`config.mk`:
```
export PLATFORM = sky130hd
export DESIGN_NAME = x2c_ctrl_arb
export DESIGN_NICKNAME = d
export VERILOG_FILES = /design/src/rtl/x2c_pkg.sv /design/src/rtl/x2c_rr_pick.sv /design/src/rtl/x2c_ctrl_arb.sv
export SDC_FILE = /design/constraint.sdc
export NUM_CORES = 1
export LEC_CHECK = 0
export CELL_PAD_IN_SITES_DETAIL_PLACEMENT = 1
export CELL_PAD_IN_SITES_GLOBAL_PLACEMENT = 2
export CORE_MARGIN = 3
export CORE_UTILIZATION = 14
export DETAILED_ROUTE_END_ITERATION = 10
export PLACE_DENSITY = 0.81
export SYNTH_ARGS = -nofsm -noshare
export SYNTH_HDL_FRONTEND = slang
export SYNTH_SLANG_ARGS = --single-unit
```
`constraint.sdc`:
```
create_clock -name clk -period 2.2 [get_ports clk]
set_input_delay 0.66 -clock clk [delete_from_list [all_inputs] [get_ports clk]]
set_output_delay 0.66 -clock clk [all_outputs]
set_load 0.03 [all_outputs]
```
`src/rtl/x2c_pkg.sv`:
```
// ---------------------------------------------------------------------------
// x2c_pkg : shared arbiter state encoding and control-lane width
// Rev 1.0
// ---------------------------------------------------------------------------
`default_nettype none

package x2c_pkg;

  localparam int unsigned X2C_WIDTH = 32;

  typedef enum logic [0:0] {
    ST_IDLE = 1'b0,
    ST_XFER = 1'b1
  } x2c_state_e;

endpackage

`default_nettype wire

```
`src/rtl/x2c_rr_pick.sv`:
```
// ---------------------------------------------------------------------------
// x2c_rr_pick : combinational round-robin picker, search starts at last+1
// Rev 1.0
// ---------------------------------------------------------------------------
`default_nettype none

module x2c_rr_pick #(
  parameter int unsigned NREQ = 4,
  parameter int unsigned IDXW = $clog2(NREQ)
) (
  input  logic [NREQ-1:0] req,
  input  logic [IDXW-1:0] last_gnt,
  output logic [IDXW-1:0] gnt,
  output logic            any
);

  logic            found;
  logic [IDXW-1:0] idx;

  always_comb begin
    gnt   = '0;
    found = 1'b0;
    idx   = '0;
    any   = |req;
    for (int unsigned k = 1; k <= NREQ; k++) begin
      idx = IDXW'((32'(last_gnt) + k) % NREQ);
      if (!found && req[idx]) begin
        gnt   = idx;
        found = 1'b1;
      end
    end
  end

endmodule

`default_nettype wire

```
`src/rtl/x2c_ctrl_arb.sv`:
```
// ---------------------------------------------------------------------------
// x2c_ctrl_arb : round-robin descriptor arbiter feeding an external control FIFO
// Rev 1.0
// ---------------------------------------------------------------------------
`default_nettype none

module x2c_ctrl_arb
  import x2c_pkg::*;
#(
  parameter int unsigned NREQ   = 4,
  parameter int unsigned WIDTH  = X2C_WIDTH,
  parameter int unsigned MAXLEN = 16
) (
  input  logic                     clk,
  input  logic                     reset,
  input  logic [NREQ-1:0]          req_valid,
  input  logic [NREQ*WIDTH-1:0]    req_data,
  input  logic [NREQ-1:0]          req_last,
  output logic [NREQ-1:0]          req_ready,
  output logic                     fifo_wrreq,
  output logic [WIDTH-1:0]         fifo_data,
  input  logic                     fifo_full,
  output logic [$clog2(NREQ)-1:0]  gnt_id,
  output logic                     busy,
  output logic                     err_len,
  input  logic                     err_clr
);

  localparam int unsigned IDXW = $clog2(NREQ);
  localparam int unsigned CNTW = $clog2(MAXLEN) + 1;

  x2c_state_e      state_q, state_d;
  logic [IDXW-1:0] gnt_q, gnt_d;
  logic [IDXW-1:0] last_gnt_q, last_gnt_d;
  logic [CNTW-1:0] cnt_q, cnt_d;
  logic            err_q, err_d;

  logic [IDXW-1:0] pick_idx;
  logic            pick_any;
  logic            active;
  logic            wr;
  logic            at_max;
  logic            term;

  x2c_rr_pick #(
    .NREQ (NREQ),
    .IDXW (IDXW)
  ) u_pick (
    .req      (req_valid),
    .last_gnt (last_gnt_q),
    .gnt      (pick_idx),
    .any      (pick_any)
  );

  // Reset gates the datapath combinationally so nothing leaks out in the reset cycle.
  always_comb begin
    active     = (state_q == ST_XFER) && !reset;
    wr         = active && req_valid[gnt_q] && !fifo_full;
    at_max     = (cnt_q == CNTW'(MAXLEN - 1));
    term       = wr && (req_last[gnt_q] || at_max);

    req_ready  = '0;
    if (active) req_ready[gnt_q] = ~fifo_full;
    fifo_wrreq = wr;
    fifo_data  = active ? req_data[gnt_q*WIDTH +: WIDTH] : '0;
    gnt_id     = reset ? '0 : gnt_q;
    busy       = active;
    err_len    = err_q && !reset;

    state_d    = state_q;
    gnt_d      = gnt_q;
    last_gnt_d = last_gnt_q;
    cnt_d      = cnt_q;
    case (state_q)
      ST_IDLE: begin
        if (pick_any) begin
          state_d = ST_XFER;
          gnt_d   = pick_idx;
          cnt_d   = '0;
        end
      end
      ST_XFER: begin
        if (wr) cnt_d = cnt_q + 1'b1;
        if (term) begin
          state_d    = ST_IDLE;
          last_gnt_d = gnt_q;
        end
      end
      default: state_d = ST_IDLE;
    endcase

    // A length overrun outranks a simultaneous clear.
    err_d = err_q;
    if (wr && !req_last[gnt_q] && at_max) err_d = 1'b1;
    else if (err_clr)                     err_d = 1'b0;
  end

  always_ff @(posedge clk) begin
    if (reset) begin
      state_q    <= ST_IDLE;
      gnt_q      <= '0;
      last_gnt_q <= IDXW'(NREQ - 1);
      cnt_q      <= '0;
      err_q      <= 1'b0;
    end else begin
      state_q    <= state_d;
      gnt_q      <= gnt_d;
      last_gnt_q <= last_gnt_d;
      cnt_q      <= cnt_d;
      err_q      <= err_d;
    end
  end

endmodule

`default_nettype wire

```
* Word-level counts from Yosys, hierarchy flattened
Cells that the tools add are included.
** Storage, ports and cells
- Register bits after elaboration :: 11
- Bits of input ports :: 140
- Output and inout port bits :: 41
- Word-level logic and storage cells :: 78
** Cells by class
- Add/sub/neg operators :: 5
- Order comparisons :: 6
- Equality and inequality tests :: 3
- Shift-type cells :: 1
- Muxes and demuxes :: 32
- Bitwise logic cells :: 3
- Reduce and logical (&&, ||, !) cells :: 23
** Operators by type and width (count)
- variable part select 128 x 8 -> 32 bit :: 1
- two-way mux 32 bit :: 1
- < comparator 2 x 3 -> 1 bit, second input constant :: 5
- two-way mux 1 bit :: 14
- binary-select mux 1 bit (select 2 bit) :: 6
- logical AND 1 bit :: 11
- two-way mux 2 bit :: 5
- two-way mux 5 bit :: 2
- case mux 5 bit (2 select lines) :: 1
- logical NOT 1 bit :: 6
- AND reduction 2 bit :: 3
- adder 5 x 1 -> 5 bit, second input constant :: 1
- equality test 5 x 4 -> 1 bit, second input constant :: 1
- adder 2 x 1 -> 2 bit, second input constant :: 2
- adder 2 bit, second input constant :: 2
- bitwise AND 4 bit :: 1
- two-way mux 4 bit :: 1
- != test 2 bit, second input constant :: 2
- OR reduction 4 bit :: 1
- demux 1 bit (select 2 bit) :: 1
- greater-or-equal comparator 2 x 1 -> 1 bit, second input constant :: 1
- inverter 1 bit :: 2
- case mux 1 bit (2 select lines) :: 1
- nonzero test 2 bit :: 1
- logical OR 1 bit :: 1

* Longest topological paths before layout
Gate-level depths: netlist of the first run.
- Word-level depth :: 13
- Depth in mapped cells :: 6
- Mapped depth without buffers :: 6

* Modules after synthesis
A second synthesis of the first run with hierarchy kept.
** Second synthesis, totals
- Cells, all modules :: 169
- Area, all modules :: 1709.1 µm²
** By module, submodules not included
- x2c_ctrl_arb :: instances 1, cells each 155, area an instance 1627.8 µm², seq. area each 220.2 µm²
- x2c_rr_pick :: instances 1, cells each 14, area an instance 81.3 µm², seq. area each 0.0 µm²

* Least setup slack after synthesis of the first run
OpenSTA, ideal clock, no wires.
- Kind :: in2out
- Start point :: input port reset
- End point :: output port fifo_data[22]
- Arrival :: 1.711 ns
- Data required time :: 1.540 ns
- Path slack :: -0.171 ns
- Cell stages on the path :: 3
- Path buffers :: 1
- Cell sequence :: nor2b_1 clkbuf_1 and2_1
** On the way
- Cells in the longest elaborated chain, start to end :: 3
** RTL lines
- from (decl) :: RTL line x2c_ctrl_arb.sv:15 : input logic reset,
- logical NOT 1 bit :: RTL line x2c_ctrl_arb.sv:57 : active = (state_q == ST_XFER) && !reset;
- logical AND 1 bit :: RTL line x2c_ctrl_arb.sv:57
- net busy :: RTL line x2c_ctrl_arb.sv:24 : output logic busy,
- two-way mux 32 bit :: RTL line x2c_ctrl_arb.sv:65 : fifo_data = active ? req_data[gnt_q*WIDTH +: WIDTH] : '0;
- to (decl) :: RTL line x2c_ctrl_arb.sv:21 : output logic [WIDTH-1:0] fifo_data,
The timed path passes the listed nets, and every way through them passes these cells.

* Worst setup path in the final report of the first run
- Start point :: register gnt_q[0]
- End point :: output port fifo_data[1]
** On the way
- Cells in the longest elaborated chain, start to end :: 2
** RTL lines
- from (decl) :: RTL line x2c_ctrl_arb.sv:33 : logic [IDXW-1:0] gnt_q, gnt_d;
- from (signal assigned) :: RTL line x2c_ctrl_arb.sv:107 : gnt_q <= gnt_d;
- variable part select 128 x 8 -> 32 bit :: RTL line x2c_ctrl_arb.sv:65
- two-way mux 32 bit :: RTL line x2c_ctrl_arb.sv:65
No other way between the ends.

==> impl_results.md, run 1 <==
- Hold path start: cnt_q[4]$_SDFFE_PP0P_
- FILL cells: 1314
- Clock sink count: 11
- Placeable Area: 0.01171 mm^2
- WP data arrival: 1.64 ns
- Place WS: -0.4163 ns
- Pins Over Slew Limit: 0
- GR Util All Layers: 0.1237
- Die area: 0.01362 mm^2
- Net Count, Synth: 307
- Startpoint Class: flop
- GR Util met2: 0.2473
- IO buf count: 180
- Share of layout cells above drive strength 1: 0.4162
- Main synth FF type: dfxtp_1
- Pwr Total: 1.289 mW
- CTS tree: built
- Routing usage on met1: 0.1321
- CP max stage delay: 0.51 ns
- Post-synth top area cell: mux4_2
- Final worst path period share: 1.045
- Final Util: 0.3484
- Crit path cell chain: buf_12, mux4_2, and2_4, buf_6
- First-pass GRT wire length: 12970 um
- Number of CTS-inserted buffers: 3
- Drt drc: 0
- Sequential area share after synthesis: 0.1284
- Mapped Area: 0.001715 mm^2
- Initial Util: 0.1465
- Highest Clock Rate: 435.1 MHz
- Grt peak-use layer: met2
- Die height: 116.7 um
- Placer Congestion: 0.7694
- CP Capture Type: primary output
- Slew headroom: 0.8049
- Gr ovfl total: 0
- Post-DP HPWL: 7224 um
- Worst vdd ir: 0.0001917 V
- Worst setup path startpoint: gnt_q[0]$_SDFFE_PP0P_
- Row count: 39
- Clock buffer depth: 2
- Crit Path Class: reg -> out
- Worst R2R Start: gnt_q[0]$_SDFFE_PP0P_
- CP max-delay cell: mux4_2
- Count leader, synth: mux4_2
- Leakage power: 1.691 nW
- NumNets Final: 501
- Top post-synthesis cells by count: 33 x mux4_2, 32 x and2_1, 11 x dfxtp_1, 9 x inv_1
- Final WL: 9188 um
- Number of synthesized register bits: 11
- RSZ-0062 raised after global routing: true
- Clk_lat worst skew: 0.25 ns
- Worst-margin pin slew: 0.2920 ns
- CP Max Fanout: 13
- Netlist cell types: 37
- Setup TNS Final: -2.294 ns
- Pwr dens: 315.9 mW/mm^2
- Clock-pin slew on the worst setup and hold paths: 0.04 ns
- Syn Inst Count: 165
- Layout area overhead: 137.9%
- Detailed Route Iter0 Violations: 52
- CTS root buffer: clkbuf_16
- Chip Width: 116.7 um
- Failing checks: negative setup slack
- CP required: 1.54 ns
- Worst setup margin: -0.09854 ns
- Syn avg cell area: 10.40 um^2
- Mean number of vias per cell: 4.391
- Endpoints failing setup: 33
- Status: finished with violations
- Maxcap violations: 0
- Min-delay worst type: reg -> reg
- Pin count of the biggest net entering global routing: 30
- Drt pass-1 iters: 3
- ANT nets after route: 0
- Synth warnings: 0
- EDFF count, synth: 0
- Post-layout min period: 2.299 ns
- Fin Hold WS: 0.4703 ns
- Ports: 181
- GR Util met3: 0.02435
- Area contributors post-synth: mux4_2 43%, dfxtp_1 13%, and2_1 12%
- Vias in the first global route: 2420
- Asr flop ratio synth: 0
- CTS hold repair buffers: 0
- Synth top area share: 0.4333
- H-tree Lvls: 1
- Ant diodes: 0
- Initial antenna violation count: 0
- Wire per inst: 18.34 um
- Final Skew: 0.0006155 ns
- Fin. Hold Viols: 0
- Vias: 2200
==> state kept, by name, indices dropped and copies added (netlist names) <==
register,flops
gnt_q,2
cnt_q,5
err_q,1
state_q,1
last_gnt_q,2
==> final cells by class <==
| class | count | area, um^2 | share of cell area |
|---|---|---|---|
| Multi-Input combinational cell | 130 | 1473 | 0.3609 |
| Sequential cell | 11 | 225.2 | 0.05520 |
| Timing Repair Buffer | 204 | 2091 | 0.5124 |
| Tap cell | 143 | 178.9 | 0.04385 |
| Inverter | 9 | 33.78 | 0.008280 |
| Clock buffer | 4 | 78.83 | 0.01932 |
==> power breakdown <==
| group | switching (mW) | leakage (nW) | total (mW) | internal, mW |
|---|---|---|---|---|
| Combinational | 0.271 | 1.56 | 0.725 | 0.454 |
| Sequential | 0.0102 | 0.0905 | 0.216 | 0.206 |
| Clock | 0.104 | 0.0382 | 0.348 | 0.245 |
==> critical path: cells and delay by family, from the launching register on <==
kind,cells,cell delay [ns]
buffers and inverters,2,0.31
muxes,1,0.51
and+or+nand+nor,1,0.15
DFF,1,0.41
==> stage by stage <==
stage,std cells,instance area [um^2]
2_1_floorplan,165,1722
3_3_place_gp,489,3730
3_5_place_dp,489,3730
4_1_cts,498,4041
5_1_grt,501,4080
6_report,501,4080
==> final timing paths <==
| path | endpoint | slack (ns) | depth (start not counted) |
|---|---|---|---|
| max reg2reg | err_q$_SDFFE_PP0P_ | 0.47 | 6 |
| min reg2reg | cnt_q[4]$_SDFFE_PP0P_ | 0.47 | 2 |
| min | cnt_q[4]$_SDFFE_PP0P_ | 0.47 | 2 |
| max | fifo_data[1] | -0.1 | 4 |
==> per-layer routing <==
metal	vias to the layer above	wire (um)
met5	-	0
met4	0	98
met3	7	731
met2	101	5002
met1	1068	3355
li1	1024	-
==> kinds of logic (layout without fill, tap and decap cells) <==
| kind of cell | count (synthesis) | after routing | share of synthesized area |
|---|---|---|---|
| adder cells (fa/ha/maj) | 2 | 2 | 0.01459 |
| AO/OA/AOI/OAI | 24 | 24 | 0.09774 |
| flip-flops | 11 | 11 | 0.1284 |
| multiplexers | 37 | 37 | 0.4588 |
| buffers and inverters | 24 | 217 | 0.06710 |
| AND/OR/NAND/NOR | 67 | 67 | 0.2334 |
==> placed cells by master, fill, tap and decap left out, types with 2 or more instances in the layout <==
cell type,netlist,routed
clkdlybuf4s15_1,0,103
mux4_2,33,33
buf_6,2,33
and2_4,0,32
dlygate4sd2_1,0,28
buf_4,1,22
dfxtp_1,11,9
inv_1,9,8
buf_12,0,8
nand3_1,7,7
a21oi_1,6,6
nor2b_1,6,5
o21ai_0,5,5
clkdlybuf4s50_1,0,5
nand2_1,4,4
nor2_1,4,4
clkbuf_16,0,4
mux2_2,3,3
and3_1,2,2
nor3b_2,1,2
o221ai_1,2,2
nand2b_1,2,2
o211ai_1,2,2
or3_1,2,2
a311oi_1,2,2
ha_1,2,2
clkbuf_2,0,2
==> what timing repair did <==
item / in CTS / in global routing
pin swaps: 34 / 0
gates resized for setup: 306 / 7
setup buffers: 4 / 2
endpoints found under the setup margin: 41 / 37
gates cloned: 1 / 1
Note: power is estimated with default switching activity, not from simulation.
==> run 2, diff against run 1 <==
Settings changed: GPL_TIMING_DRIVEN from default to 0, SYNTH_HIERARCHICAL from default to 1.
==> impl_results.md, run 2 <==
- Final worst path period share: 1.077 (+0.03241)
- Netlist cell types: 34 (-8.1%)
- Pwr Total: 1.274 mW (-1.2%)
- Crit Path Class: reg -> out
- Clock-pin slew on the worst setup and hold paths: 0.04 ns (about the same)
- Share of layout cells above drive strength 1: 0.4317 (+0.01549)
- Commonest non-fill, non-tap cell in the layout: dlygate4sd2_1
- Switching Fraction: 0.3066 (+0.007924)
- Placed inst area: 0.003714 mm^2 (-0.44%)
- Fin area: 0.004105 mm^2 (+0.61%)
- Initial Util: 0.1466 (about the same)
- Number of CTS-inserted buffers: 3 (unchanged)
- Top post-synthesis cells by count: 36 x and3_1, 33 x mux4_2, 11 x dfxtp_1, 11 x nor2_1, 10 x inv_1
- Fin. Hold Viols: 0 (unchanged)
- First-pass GRT wire length: 13830 um (+6.7%)
- CP required: 1.54 ns (about the same)
- IO buf count: 180 (unchanged)
- Top Registers: cnt_q (5), gnt_q (2), last_gnt_q (2)
- Net Count, Synth: 311 (+1.3%)
- Reg power frac: 0.165 (-0.002)
- Setup TNS Final: -4.511 ns (-2.217 ns)
- Vias in the first global route: 2512 (+3.8%)
- Worst vdd ir: 0.0004645 V (+140%)
- NumNets Final: 509 (+1.6%)
- Initial antenna violation count: 0 (unchanged)
- CP Max Fanout: 10 (-3)
- Post-synth top area cell: mux4_2
- Max reg flops: 5 (unchanged)
- Mean number of vias per cell: 4.525 (+3.1%)
- Drt pass-1 iters: 4 (+1)
- Ports: 181 (unchanged)
- Highest Clock Rate: 422.0 MHz (-3.0%)
- Most frequent cells in the layout: 117 x dlygate4sd2_1, 38 x buf_6, 33 x mux4_2, 33 x and3_4, 13 x buf_4
- Layout area overhead: 140.2%
- Syn avg cell area: 10.11 um^2 (-2.7%)
- Endpoints failing setup: 34 (+3.0%)
- Detailed Route Iter0 Violations: 91 (+75%)
- WP data arrival: 1.71 ns (+0.07 ns)
- Leakage power: 1.803 nW (+6.6%)
- Combinational power share: 0.573 (+0.011)
- ANT nets after route: 0 (unchanged)
- Min-delay worst type: reg -> reg
- Row count: 39 (unchanged)
- CP Capture Type: primary output
- CTS root buffer: clkbuf_16
- Syn Inst Count: 169 (+2.4%)
- Synth warnings: 6 (+6)
- Chip Width: 116.5 um (-0.17%)
- Clock sink count: 11 (unchanged)
- Pwr dens: 310.3 mW/mm^2 (-1.8%)
- Die height: 116.5 um (-0.17%)
- RSZ-0062 raised after global routing: true
- Placeable Area: 0.01166 mm^2 (-0.42%)
- Worst R2R Start: gnt_q[0]$_SDFFE_PP0P_
- FILL cells: 1306 (-0.61%)
- Vias: 2308 (+4.9%)
- Hold path start: cnt_q[4]$_SDFFE_PP0P_
- Slew headroom: 0.7246 (-0.08038)
- Post-DP HPWL: 7865 um (+8.9%)
- Synth top area share: 0.4348 (+0.001586)
- Worst setup path startpoint: gnt_q[0]$_SDFFE_PP0P_
- Post-layout min period: 2.370 ns (+0.07130 ns)
- Worst setup margin: -0.1698 ns (-0.07130 ns)
- Main synth FF type: dfxtp_1
- H-tree Lvls: 1 (unchanged)
- Startpoint Class: flop
- Largest Register: cnt_q
- Worst-margin pin slew: 0.4132 ns (+0.1212 ns)
- Psw: 0.3906 mW (+1.5%)
- Count leader, synth: and3_1
- CTS tree: built
- Place WS: -1.684 ns (-1.268 ns)
- Final WL: 9640 um (+4.9%)
- Clock buffer depth: 2 (unchanged)
- Final Util: 0.3520 (+0.003604)
- Asr flop ratio synth: 0 (unchanged)
- Pins Over Slew Limit: 0 (unchanged)
- Wire per inst: 18.90 um (+3.1%)
- Maxcap violations: 0 (unchanged)
- Gr ovfl total: 0 (unchanged)
- Failing checks: negative setup slack
- Die area: 0.01357 mm^2 (-0.34%)
- Mapped Area: 0.001709 mm^2 (-0.36%)
- Pin count of the biggest net entering global routing: 11 (-63%)
- EDFF count, synth: 0 (unchanged)
- Sequential area share after synthesis: 0.1288 (+0.0004699)
- Number of synthesized register bits: 11 (unchanged)
- Final Skew: 0.001101 ns (+0.0004858 ns)
- Drt drc: 0 (unchanged)
- Status: finished with violations
- Placer Congestion: 0.7563 (-1.7%)
- GR Util All Layers: 0.1334 (+0.009775)
- Area contributors post-synth: mux4_2 43%, and3_1 13%, dfxtp_1 13%
- Clock network fraction of design power: 0.262 (-0.008)
- Clk_lat worst skew: 0.24 ns (about the same)
- P_int: 0.8834 mW (-2.3%)
==> run 2: cell count changes after synthesis, moves of 2 or more <==
| cell | delta |
|---|---|
| a311oi_1 | -2 |
| and2_1 | -32 |
| and3_1 | +34 |
| clkbuf_1 | +2 |
| mux2_2 | -2 |
| mux2i_1 | +4 |
| nand2_1 | +2 |
| nand3_1 | -5 |
| nor2_1 | +7 |
| nor3b_1 | -2 |
==> run 2: layout make-up <==
| type | instances | area (um^2) | area share |
|---|---|---|---|
| flip-flops and latches | 11 | 221.5 | 0.05395 |
| well taps | 143 | 178.9 | 0.04358 |
| inverters | 10 | 41.29 | 0.01006 |
| clock buffers | 4 | 78.83 | 0.01920 |
| plain buffers | 18 | 220.2 | 0.05364 |
| multi-input cells | 129 | 1567 | 0.3816 |
| repair buffers | 194 | 1795 | 0.4374 |
| diodes | 1 | 2.502 | 0.0006096 |
==> run 2: critical path, stage by stage (launching register included) <==
cell and delay [ns]:
dfxtp_2 0.33, buf_12 0.14, buf_12 0.15, mux4_2 0.51
and3_4 0.20, buf_6 0.13
==> run 2: power by group through the flow <==
stage	registers, mW	clock network, mW	logic (mW)
finish	0.210	0.333	0.731
global route	0.211	0.355	0.782
detailed placement	0.212	0	0.700
floorplan	0.211	0	0.316
global placement	0.212	0	0.691
CTS	0.210	0.342	0.734
==> run 2: cells by family (layout without fill, tap and decap cells) <==
| kind of cell | after synthesis | in the layout | share of synthesized area |
|---|---|---|---|
| and+or+nand+nor | 68 | 68 | 0.2255 |
| muxes | 39 | 39 | 0.4707 |
| buffers and inverters | 29 | 226 | 0.07979 |
| AOI/OAI and AO/OA | 20 | 20 | 0.08054 |
| DFF | 11 | 11 | 0.1288 |
| adders and majority gates | 2 | 2 | 0.01464 |
| other | 0 | 1 | 0 |
==> run 2: per-stage QoR <==
stage / hold WS (ns) / std cells
floorplan: 0.4439 / 169
global placement: 0.4672 / 492
detailed placement: 0.4924 / 492
CTS: 0.5012 / 508
global route: 0.5289 / 509
finish: 0.4986 / 510
==> run 2: final timing paths <==
check,endpoint,slack (ns),depth (start not counted)
worst max-delay path,fifo_data[12],-0.17,5
worst max register to register,last_gnt_q[1]$_SDFFE_PP1P_,0.20,8
worst min register to register,cnt_q[4]$_SDFFE_PP0P_,0.50,2
worst min-delay path,cnt_q[4]$_SDFFE_PP0P_,0.50,2
==> run 2: timing repair <==
item,4_1_cts,5_1_grt
gates cloned,1,0
gates resized for setup,523,10
hold buffers,0,0
pin swaps,18,2
setup buffers,12,1
endpoints found under the setup margin,42,40
==> run 2: metal layers <==
layer	vias to the layer above	GRT usage	part of all wire
met5	-	0	0
met4	0	0.03016	0.014
met3	11	0.03264	0.084
met2	107	0.2460	0.52
met1	1123	0.1552	0.38
li1	1067	-	-
==> run 3, diff against run 2 <==
Settings changed: SYNTH_HIERARCHICAL 1 to default.
==> impl_results.md, run 3 (synthesized netlist as in run 1, its figures left out) <==
- H-tree Lvls: 1 (unchanged)
- Placed inst area: 0.003702 mm^2 (-0.30%)
- Crit Path Class: reg -> out
- CP required: 1.54 ns (about the same)
- Worst setup margin: -0.1578 ns (+0.01202 ns)
- Mean number of vias per cell: 4.424 (-2.2%)
- RSZ-0062 raised after global routing: true
- Die height: 116.7 um (+0.17%)
- Drt drc: 0 (unchanged)
- WP data arrival: 1.70 ns (about the same)
- Final Util: 0.3438 (-0.008198)
- Most Frequent Cell on Critical Path: buf_12
- Pwr Total: 1.282 mW (+0.65%)
- Vias: 2252 (-2.4%)
- Highest Clock Rate: 424.1 MHz (+0.51%)
- IO buf count: 180 (unchanged)
- Status: finished with violations
- Placer Congestion: 0.7459 (-1.4%)
- Failing checks: negative setup slack
- Number of CTS-inserted buffers: 3 (unchanged)
- Final Skew: 0.0006824 ns (-0.0004189 ns)
- Fin. Hold Viols: 0 (unchanged)
- Slew headroom: 0.6074 (-0.1172)
- Ant diodes: 0 (-1)
- Max reg flops: 5 (unchanged)
- NumNets Final: 509 (unchanged)
- Placeable Area: 0.01171 mm^2 (+0.42%)
- Wire per inst: 18.60 um (-1.6%)
- Largest Register: cnt_q
- Leakage power: 1.793 nW (-0.52%)
- CP Max Fanout: 8 (-2)
- Pin count of the biggest net entering global routing: 11 (unchanged)
- Detailed Route Iter0 Violations: 55 (-40%)
- Pwr dens: 318.5 mW/mm^2 (+2.6%)
- Worst vdd ir: 0.0003752 V (-19%)
- Gr ovfl total: 0 (unchanged)
- GR Util All Layers: 0.1279 (-0.005526)
- CP max stage delay: 0.49 ns (-0.02 ns)
- Setup TNS Final: -3.458 ns (+1.053 ns)
- Chip Width: 116.7 um (+0.17%)
- CTS tree: built
- Top Registers: cnt_q (5), gnt_q (2), last_gnt_q (2)
- Initial antenna violation count: 0 (unchanged)
- Crit path cell chain: buf_12, buf_12, buf_12, mux4_2, and2_4, buf_6
- Maxcap violations: 0 (unchanged)
- CP max-delay cell: mux4_2
- Startpoint Class: flop
- CP Capture Type: primary output
- Post-layout min period: 2.358 ns (-0.01202 ns)
- First-pass GRT wire length: 13390 um (-3.2%)
- Min-delay worst type: reg -> reg
- Clk_lat worst skew: 0.24 ns (about the same)
- Ports: 181 (unchanged)
- Initial Util: 0.1465 (about the same)
- CTS root buffer: clkbuf_16
- Die area: 0.01362 mm^2 (+0.34%)
- Vias in the first global route: 2431 (-3.2%)
- Post-DP HPWL: 7694 um (-2.2%)
- Clock sink count: 11 (unchanged)
- ANT nets after route: 0 (unchanged)
- CTS hold repair buffers: 0 (unchanged)
- Share of layout cells above drive strength 1: 0.4344 (+0.002732)
- Final worst path period share: 1.072 (-0.005463)
- Drt pass-1 iters: 4 (unchanged)
- Worst-margin pin slew: 0.5836 ns (+0.1704 ns)
- DP Cell Count: 488 (-0.81%)
- Fin area: 0.004026 mm^2 (-1.9%)
- Final WL: 9466 um (-1.8%)
- Clock buffer depth: 2 (unchanged)
- Most frequent cells in the layout: 110 x dlygate4sd2_1, 40 x buf_6, 33 x mux4_2
- Clock-pin slew on the worst setup and hold paths: 0.04 ns (about the same)
- Pins Over Slew Limit: 0 (unchanged)
- Non-Filler Instances: 509 (-0.20%)
- Commonest non-fill, non-tap cell in the layout: dlygate4sd2_1
- Row count: 39 (unchanged)
- Layout area overhead: 134.7%
- Endpoints failing setup: 33 (-2.9%)
[run 3: layout make-up]
class | count | area, um^2
Clock buffer | 4 | 78.83
Inverter | 9 | 36.28
Timing Repair Buffer | 199 | 1872
Buffer | 13 | 151.4
Fill cell | 1332 | 7685
Sequential cell | 11 | 225.2
Tap cell | 143 | 178.9
Multi-Input combinational cell | 130 | 1484
[run 3: critical path: cells and delay by family (launching register included)]
family / cells / cell delay, ns
muxes: 1 / 0.49
DFF: 1 / 0.33
buffers and inverters: 4 / 0.49
and+or+nand+nor: 1 / 0.15
[run 3: final timing paths]
| kind | cells after the start | from | slack, ns | to |
|---|---|---|---|---|
| min reg2reg | 2 | cnt_q[4]$_SDFFE_PP0P_ | 0.48 | cnt_q[4]$_SDFFE_PP0P_ |
| max | 6 | gnt_q[0]$_SDFFE_PP0P_ | -0.16 | fifo_data[26] |
| min | 2 | cnt_q[4]$_SDFFE_PP0P_ | 0.48 | cnt_q[4]$_SDFFE_PP0P_ |
| max reg2reg | 9 | gnt_q[0]$_SDFFE_PP0P_ | 0.30 | cnt_q[1]$_SDFFE_PP0P_ |
[run 3: per-layer routing]
metal	routed length [um]	vias to the layer above	track usage	part of all wire
met3	870	6	0.02642	0.092
met1	3258	1104	0.1358	0.34
li1	-	1042	-	-
met2	5287	100	0.2609	0.56
met5	0	-	0	0
met4	50	0	0.01682	0.0053
[run 3: metrics by stage]
step | hold WS, ns | worst slack [ns]
after floorplan | 0.4479 | 0.002436
after global placement | 0.4574 | -1.513
after detailed placement | 0.4763 | -1.560
after CTS | 0.4823 | -0.1935
after global routing | 0.5007 | -0.2095
final | 0.4820 | -0.1578
[run 3: report_power, final]
part / switching, mW / leakage [nW] / total (mW) / internal [mW]
Combinational: 0.281 / 1.66 / 0.733 / 0.452
Sequential: 0.00751 / 0.0905 / 0.213 / 0.205
Clock: 0.0928 / 0.0382 / 0.336 / 0.244
Total: 0.381 / 1.79 / 1.28 / 0.901
[run 3: timing repair]
item,in CTS,in global routing
endpoints found under the setup margin,41,39
buffers inserted,15,4
gates resized for setup,518,8
pin swaps,34,4
cloned,3,0
